--- src/rtl/multicycle_control_fsm.sv ---
// Moore control sequencer for the multicycle RV32I datapath: drives enables/selects per state,
// stalls FETCH/MEMREAD/MEMWRITE on mem_ready, parks unsupported opcodes in a sticky TRAP state.
module multicycle_control_fsm #(
  parameter logic [3:0] RESET_STATE = 4'd0
) (
  input  logic       clk,
  input  logic       rst,
  input  logic [6:0] op,
  input  logic [2:0] funct3,
  input  logic       funct7b5,
  input  logic       branch_taken,
  input  logic       mem_ready,
  output logic [2:0] IMMSrc,
  output logic       PCWrite,
  output logic       IRWrite,
  output logic       AdrSrc,
  output logic       MemRead,
  output logic       MemWrite,
  output logic       RegWrite,
  output logic [1:0] ResultSrc,
  output logic [1:0] ALUSrcA,
  output logic [1:0] ALUSrcB,
  output logic [1:0] ALUOp,
  output logic       illegal,
  output logic [3:0] state_dbg
);

  typedef enum logic [3:0] {
    S_FETCH     = 4'd0,
    S_DECODE    = 4'd1,
    S_MEMADR    = 4'd2,
    S_MEMREAD   = 4'd3,
    S_MEMWB     = 4'd4,
    S_MEMWRITE  = 4'd5,
    S_EXECR     = 4'd6,
    S_EXECI     = 4'd7,
    S_ALUWB     = 4'd8,
    S_BRANCH    = 4'd9,
    S_JAL       = 4'd10,
    S_JALR      = 4'd11,
    S_JALR_LINK = 4'd12,
    S_LUI       = 4'd13,
    S_AUIPC     = 4'd14,
    S_TRAP      = 4'd15
  } state_t;

  localparam logic [6:0] OP_LOAD   = 7'b0000011;
  localparam logic [6:0] OP_STORE  = 7'b0100011;
  localparam logic [6:0] OP_RTYPE  = 7'b0110011;
  localparam logic [6:0] OP_ITYPE  = 7'b0010011;
  localparam logic [6:0] OP_BRANCH = 7'b1100011;
  localparam logic [6:0] OP_JAL    = 7'b1101111;
  localparam logic [6:0] OP_JALR   = 7'b1100111;
  localparam logic [6:0] OP_LUI    = 7'b0110111;
  localparam logic [6:0] OP_AUIPC  = 7'b0010111;

  localparam logic [2:0] IMM_I = 3'b000;
  localparam logic [2:0] IMM_S = 3'b001;
  localparam logic [2:0] IMM_B = 3'b010;
  localparam logic [2:0] IMM_U = 3'b011;
  localparam logic [2:0] IMM_J = 3'b100;

  localparam logic [1:0] RES_ALUOUT = 2'b00;
  localparam logic [1:0] RES_DATA   = 2'b01;
  localparam logic [1:0] RES_ALURES = 2'b10;

  localparam logic [1:0] A_PC    = 2'b00;
  localparam logic [1:0] A_OLDPC = 2'b01;
  localparam logic [1:0] A_RS1   = 2'b10;

  localparam logic [1:0] B_RS2   = 2'b00;
  localparam logic [1:0] B_IMM   = 2'b01;
  localparam logic [1:0] B_FOUR  = 2'b10;

  localparam logic [1:0] ALU_ADD   = 2'b00;
  localparam logic [1:0] ALU_SUB   = 2'b01;
  localparam logic [1:0] ALU_FUNCT = 2'b10;

  state_t state_q, state_d;

  // funct fields are consumed by the ALU decoder, never by sequencing.
  logic unused_funct;
  assign unused_funct = ^{funct3, funct7b5};

  always_ff @(posedge clk or posedge rst) begin
    if (rst) begin
      state_q <= state_t'(RESET_STATE);
    end else begin
      state_q <= state_d;
    end
  end

  always_comb begin
    state_d   = state_q;
    IMMSrc    = IMM_I;
    PCWrite   = 1'b0;
    IRWrite   = 1'b0;
    AdrSrc    = 1'b0;
    MemRead   = 1'b0;
    MemWrite  = 1'b0;
    RegWrite  = 1'b0;
    ResultSrc = RES_ALUOUT;
    ALUSrcA   = A_PC;
    ALUSrcB   = B_RS2;
    ALUOp     = ALU_ADD;
    illegal   = 1'b0;

    case (state_q)
      S_FETCH: begin
        MemRead   = 1'b1;
        ALUSrcA   = A_PC;
        ALUSrcB   = B_FOUR;
        ResultSrc = RES_ALURES;
        PCWrite   = mem_ready;
        IRWrite   = mem_ready;
        if (mem_ready) state_d = S_DECODE;
      end
      S_DECODE: begin
        // Branch target is precomputed here so BRANCH can use the ALU for the compare.
        ALUSrcA = A_OLDPC;
        ALUSrcB = B_IMM;
        IMMSrc  = IMM_B;
        case (op)
          OP_LOAD, OP_STORE: state_d = S_MEMADR;
          OP_RTYPE:          state_d = S_EXECR;
          OP_ITYPE:          state_d = S_EXECI;
          OP_BRANCH:         state_d = S_BRANCH;
          OP_JAL:            state_d = S_JAL;
          OP_JALR:           state_d = S_JALR;
          OP_LUI:            state_d = S_LUI;
          OP_AUIPC:          state_d = S_AUIPC;
          default:           state_d = S_TRAP;
        endcase
      end
      S_MEMADR: begin
        ALUSrcA = A_RS1;
        ALUSrcB = B_IMM;
        IMMSrc  = (op == OP_STORE) ? IMM_S : IMM_I;
        state_d = (op == OP_STORE) ? S_MEMWRITE : S_MEMREAD;
      end
      S_MEMREAD: begin
        MemRead = 1'b1;
        AdrSrc  = 1'b1;
        if (mem_ready) state_d = S_MEMWB;
      end
      S_MEMWB: begin
        RegWrite  = 1'b1;
        ResultSrc = RES_DATA;
        state_d   = S_FETCH;
      end
      S_MEMWRITE: begin
        MemWrite = 1'b1;
        AdrSrc   = 1'b1;
        if (mem_ready) state_d = S_FETCH;
      end
      S_EXECR: begin
        ALUSrcA = A_RS1;
        ALUSrcB = B_RS2;
        ALUOp   = ALU_FUNCT;
        state_d = S_ALUWB;
      end
      S_EXECI: begin
        ALUSrcA = A_RS1;
        ALUSrcB = B_IMM;
        ALUOp   = ALU_FUNCT;
        IMMSrc  = IMM_I;
        state_d = S_ALUWB;
      end
      S_ALUWB: begin
        RegWrite  = 1'b1;
        ResultSrc = RES_ALUOUT;
        state_d   = S_FETCH;
      end
      S_BRANCH: begin
        ALUSrcA   = A_RS1;
        ALUSrcB   = B_RS2;
        ALUOp     = ALU_SUB;
        ResultSrc = RES_ALUOUT;
        IMMSrc    = IMM_B;
        PCWrite   = branch_taken;
        state_d   = S_FETCH;
      end
      S_JAL: begin
        ALUSrcA   = A_OLDPC;
        ALUSrcB   = B_FOUR;
        ResultSrc = RES_ALUOUT;
        PCWrite   = 1'b1;
        IMMSrc    = IMM_J;
        state_d   = S_ALUWB;
      end
      S_JALR: begin
        // Target rs1+imm lands in ALUOut; the link value is formed next cycle.
        ALUSrcA   = A_RS1;
        ALUSrcB   = B_IMM;
        IMMSrc    = IMM_I;
        ResultSrc = RES_ALURES;
        state_d   = S_JALR_LINK;
      end
      S_JALR_LINK: begin
        ALUSrcA   = A_OLDPC;
        ALUSrcB   = B_FOUR;
        ResultSrc = RES_ALUOUT;
        PCWrite   = 1'b1;
        state_d   = S_ALUWB;
      end
      S_LUI: begin
        ALUSrcA = A_RS1;
        ALUSrcB = B_IMM;
        IMMSrc  = IMM_U;
        state_d = S_ALUWB;
      end
      S_AUIPC: begin
        ALUSrcA = A_OLDPC;
        ALUSrcB = B_IMM;
        IMMSrc  = IMM_U;
        state_d = S_ALUWB;
      end
      S_TRAP: begin
        illegal = 1'b1;
      end
      default: begin
        state_d = S_TRAP;
      end
    endcase

    // Outputs are forced quiet for the whole reset interval, including mid-cycle assertion.
    if (rst) begin
      IMMSrc    = IMM_I;
      PCWrite   = 1'b0;
      IRWrite   = 1'b0;
      AdrSrc    = 1'b0;
      MemRead   = 1'b0;
      MemWrite  = 1'b0;
      RegWrite  = 1'b0;
      ResultSrc = RES_ALUOUT;
      ALUSrcA   = A_PC;
      ALUSrcB   = B_RS2;
      ALUOp     = ALU_ADD;
      illegal   = 1'b0;
    end
  end

  assign state_dbg = state_q;

endmodule

--- config.mk ---
export PLATFORM = sky130hd
export DESIGN_NAME = multicycle_control_fsm
export DESIGN_NICKNAME = d
export VERILOG_FILES = /design/src/rtl/multicycle_control_fsm.sv
export SDC_FILE = /design/constraint.sdc
export NUM_CORES = 1
export LEC_CHECK = 0
export ABC_AREA = 1
export BUFFER_PORTS_ARGS = -buffer_cell sky130_fd_sc_hd__buf_2
export CORE_MARGIN = 2
export CORE_UTILIZATION = 39
export DETAILED_ROUTE_END_ITERATION = 8
export GPL_TIMING_DRIVEN = 0
export PLACE_DENSITY = 0.72
export SLEW_MARGIN = 30
export SYNTH_ARGS = -nofsm -noshare
export SYNTH_HDL_FRONTEND = slang
export SYNTH_SLANG_ARGS = --single-unit
--- constraint.sdc ---
create_clock -name clk -period 1.3 [get_ports clk]
set_clock_uncertainty 0.1 [all_clocks]
set_input_delay 0.065 -clock clk [delete_from_list [all_inputs] [get_ports clk]]
set_output_delay 0.065 -clock clk [all_outputs]
set_load 0.005 [all_outputs]
==> results.txt <==
----------------------------------------------------
[Outcome]
  Run status ... finished with violations
  Failing checks ... setup timing

[Floorplanning]
  Floorplan die width ... between 40 and 50 um
  Die Footprint ... between 2000 and 2500 um^2
  Number of rows in the core area ... 14
  Count of boundary I/O pins ... 37
  Chip height ... about 45 um
  Starting Density ... between 40% and 50%
  Core Footprint ... between 1500 and 2000 um^2

[Setup path]
  CP peak stage delay ... 470 ps
  Cell mode on critical path ... sky130_fd_sc_hd__nor2_4
  Worst-case register-to-register setup slack ... -380 ps
  Critical setup path kind ... reg2out
  Crit end category ... primary output
  Maximum net fanout on the critical path ... 5
  Reg2Reg Capture Point ... state_dbg[2]$_DFFE_PP0P_
  WP data required ... 1130 ps
  Nature of the critical path startpoint ... register
  CP Cell Sequence ... nor2_4, inv_4, buf_4, nor2_4, a31oi_4, a21oi_2, buf_2
  Crit path DAT ... 1590 ps
  Category of cells accounting for the largest share of critical-path delay ... flip-flops
  Reg2reg path depth ... 11
  Critical-path top delay cell ... sky130_fd_sc_hd__dfrtp_2
  WP buf/inv ... 3
  Critical R2R Launch ... state_dbg[3]$_DFFE_PP0P_

[Drt]
  Starting DRC count in detailed routing ... 39
  Average wire per cell in the routed design ... approximately 16 um
  Number of vias after detailed routing ... 1144
  Residual DRC ... 0
  Via-per-instance ratio ... roughly 5.7
  Final ANT Viol Nets ... 0
  DR pass1 iterations ... 5
  Sum of routed wire length over all layers ... ~3200 um

[Place]
  Placed Instances ... approximately 180
  GP Congestion ... approximately 0.86
  Post-DP HPWL ... between 1500 and 2000 um
  Port Buf Inserts ... 31

[STA]
  Max Fclk ... about 570 MHz
  Time the final worst path needs with I/O delays and setup ... 1758 ps
  Worst slew margin relative to its limit ... a little under three fifths
  Slew @ Worst Pin ... between 600 and 700 ps
  Final hold vios ... 0
  Min setup slack post-route ... -458.1 ps
  Unrepaired setup endpoints after global routing ... true
  Final setup violation count ... 22
  Crit share post-route ... 135.2%
  Pins Over Slew Limit ... 0

[Clocking]
  Clock edge transition at the registers on the reported setup and hold paths ... 50 ps
  Clock buffers created by TritonCTS ... 3
  TritonCTS clock tree ... yes
  Hold_buf cts ... 0
  H-tree depth reported by CTS ... 1
  CTS root buffer ... sky130_fd_sc_hd__clkbuf_4
  Buffer depth of the longest clock path ... 2
  Clock sink count ... 4
  Clock latency on the worst-skew pair ... about 260 ps

[Hold path]
  Tightest Hold Check Type ... in2reg
  Hold_sp ... mem_ready
  Hold path cells ... 3
  Endpoint of the worst hold-timing path ... state_dbg[0]$_DFFE_PP0P_

[Synthesis]
  Post-synth EDFFs ... 0
  Count of synthesis-stage warnings from yosys ... 0
  Primary FF master, synth ... sky130_fd_sc_hd__dfrtp_1
  Gate Count Post-Synth ... 128
  Number of register bits inferred by synthesis ... 4
  Post-synthesis net count ... between 100 and 150
  Library cells used by synthesis ... 24
  Sequential cell area fraction in the yosys report ... 15.27%
  Fraction of registers with async set/reset ... 100.0%
  Average size of a mapped cell ... about 5.1 um^2
  Total standard cell area after synthesis ... about 660 um^2

[Global route]
  Met1 track utilization from global routing ... between 30 and 40%
  Global routing usage summed across all routing layers ... 28.78%
  Antenna violations before repair ... 0
  Met2 global-route usage ... between 40% and 50%
  GR met3 Demand/Resource ... 8.800%
  Wire length of the first global-routing pass ... about 4200 um
  Global route total overflow ... 0
  Vias in the first global route ... 972
  Largest net degree at the start of global routing ... 11
  Most Crowded Layer GR ... met2

[Power]
  Power per Cell Area ... 2261 nW/um^2
  Post-route total power ... about 2900 uW
  Worst-case vdd ir drop ... approximately 1.1 mV
  Leakage Power ... approximately 0.00070 uW

[Final layout]
  Number of antenna diodes ... 0
  Most common cell after layout, fill and taps aside ... sky130_fd_sc_hd__buf_2
  Area occupied by multi-input gates ... 669.4 um^2
  Largest register FFs ... 4
  Number of fill cells ... between 90 and 100
  Most frequent cells in the layout ... sky130_fd_sc_hd__buf_2, sky130_fd_sc_hd__nand2_1, sky130_fd_sc_hd__buf_4
  Number of cells in the finished layout apart from fillers ... just over 200
  FF+latch area ... ~110 um^2
  Proportion of layout cells with a drive suffix above 1 ... roughly 60%
  Area growth from synthesis to layout ... 95.04%
  Layout net count ... about 200

[Flow run]
  Max capacitance violation total ... 0

----------------------------------------------------
-- per-stage QoR --
stage	area, um^2	utilization (%)	hold WS, ps	TNS, ps	worst slack [ps]
2_1_floorplan	656.9	-	123.6	-0.7823	-0.7823
3_3_place_gp	832.0	53.98	263.8	-1612	-262.4
3_5_place_dp	832.0	53.98	268.3	-1564	-266.0
4_1_cts	1130	73.30	49.74	-4304	-334.3
5_1_grt	1279	82.95	19.51	-7812	-527.8
6_report	1279	82.95	21.27	-6533	-458.1
-- how the worst max path moves through the flow --
stage | start | to | slack [ps] | depth (start not counted)
6_report | state_dbg[3]$_DFFE_PP0P_ | ALUSrcA[0] | -460 | 7
5_1_grt | state_dbg[2]$_DFFE_PP0P_ | PCWrite | -530 | 8
4_1_cts | state_dbg[1]$_DFFE_PP0P_ | PCWrite | -330 | 8
3_5_place_dp | state_dbg[3]$_DFFE_PP0P_ | PCWrite | -270 | 7
3_3_place_gp | state_dbg[3]$_DFFE_PP0P_ | PCWrite | -260 | 7
2_1_floorplan | state_dbg[1]$_DFFE_PP0P_ | PCWrite | -0.8 | 7
-- worst min-delay path, cell delays in order --
cell                      delay (ps)
sky130_fd_sc_hd__buf_2            90
sky130_fd_sc_hd__nor2_1           50
sky130_fd_sc_hd__a21oi_2         110
-- Yosys cell counts, drive strengths merged, types with 2 or more instances --
| cell type | instances | area, um^2 |
|---|---|---|
| inv | 23 | 86.33 |
| nand3 | 5 | 25.02 |
| nor2 | 30 | 125.1 |
| o21ai | 4 | 23.77 |
| nand4 | 2 | 12.51 |
| nand2 | 33 | 131.4 |
| nor3 | 6 | 30.03 |
| dfrtp | 4 | 100.1 |
| a21oi | 10 | 50.05 |
| clkbuf | 2 | 7.510 |
-- power breakdown --
part	internal, uW	leakage, uW	total (uW)	switching (uW)
registers	196	0.0000454	335	139
clock network	117	0.0000150	190	73.8
logic	1040	0.000640	2370	1320
total	1360	0.000700	2890	1530
-- final cells by class --
| type | count | share of cell area, % |
|---|---|---|
| Multi-Input combinational cell | 98 | 52.35 |
| Timing Repair Buffer | 54 | 26.81 |
| Inverter | 24 | 8.415 |
| Sequential cell | 4 | 8.219 |
| Clock buffer | 4 | 2.055 |
| Tap cell | 16 | 1.566 |
| Buffer | 2 | 0.5871 |
-- logic make-up (layout without fill, tap and decap cells) --
logic type,after synthesis,in the layout,share of synthesized area [%]
AND/OR/NAND/NOR,78,78,51.53
buffers and inverters,26,84,15.08
AO/OA/AOI/OAI,20,20,18.13
flip-flops,4,4,15.27
-- repair_timing --
item / in CTS / in global routing
setup buffers: 15 / 10
endpoints found under the hold margin: 0 / 0
pin swaps: 7 / 11
resized for setup: 47 / 23
endpoints found under the setup margin: 22 / 22
-- per-layer routing --
layer | wire (um) | share of wire, %
met3 | 245 | 7.6
met2 | 1576 | 49
met1 | 1174 | 37
met5 | 0 | 0
met4 | 214 | 6.7
(Power assumes the default switching activity.)
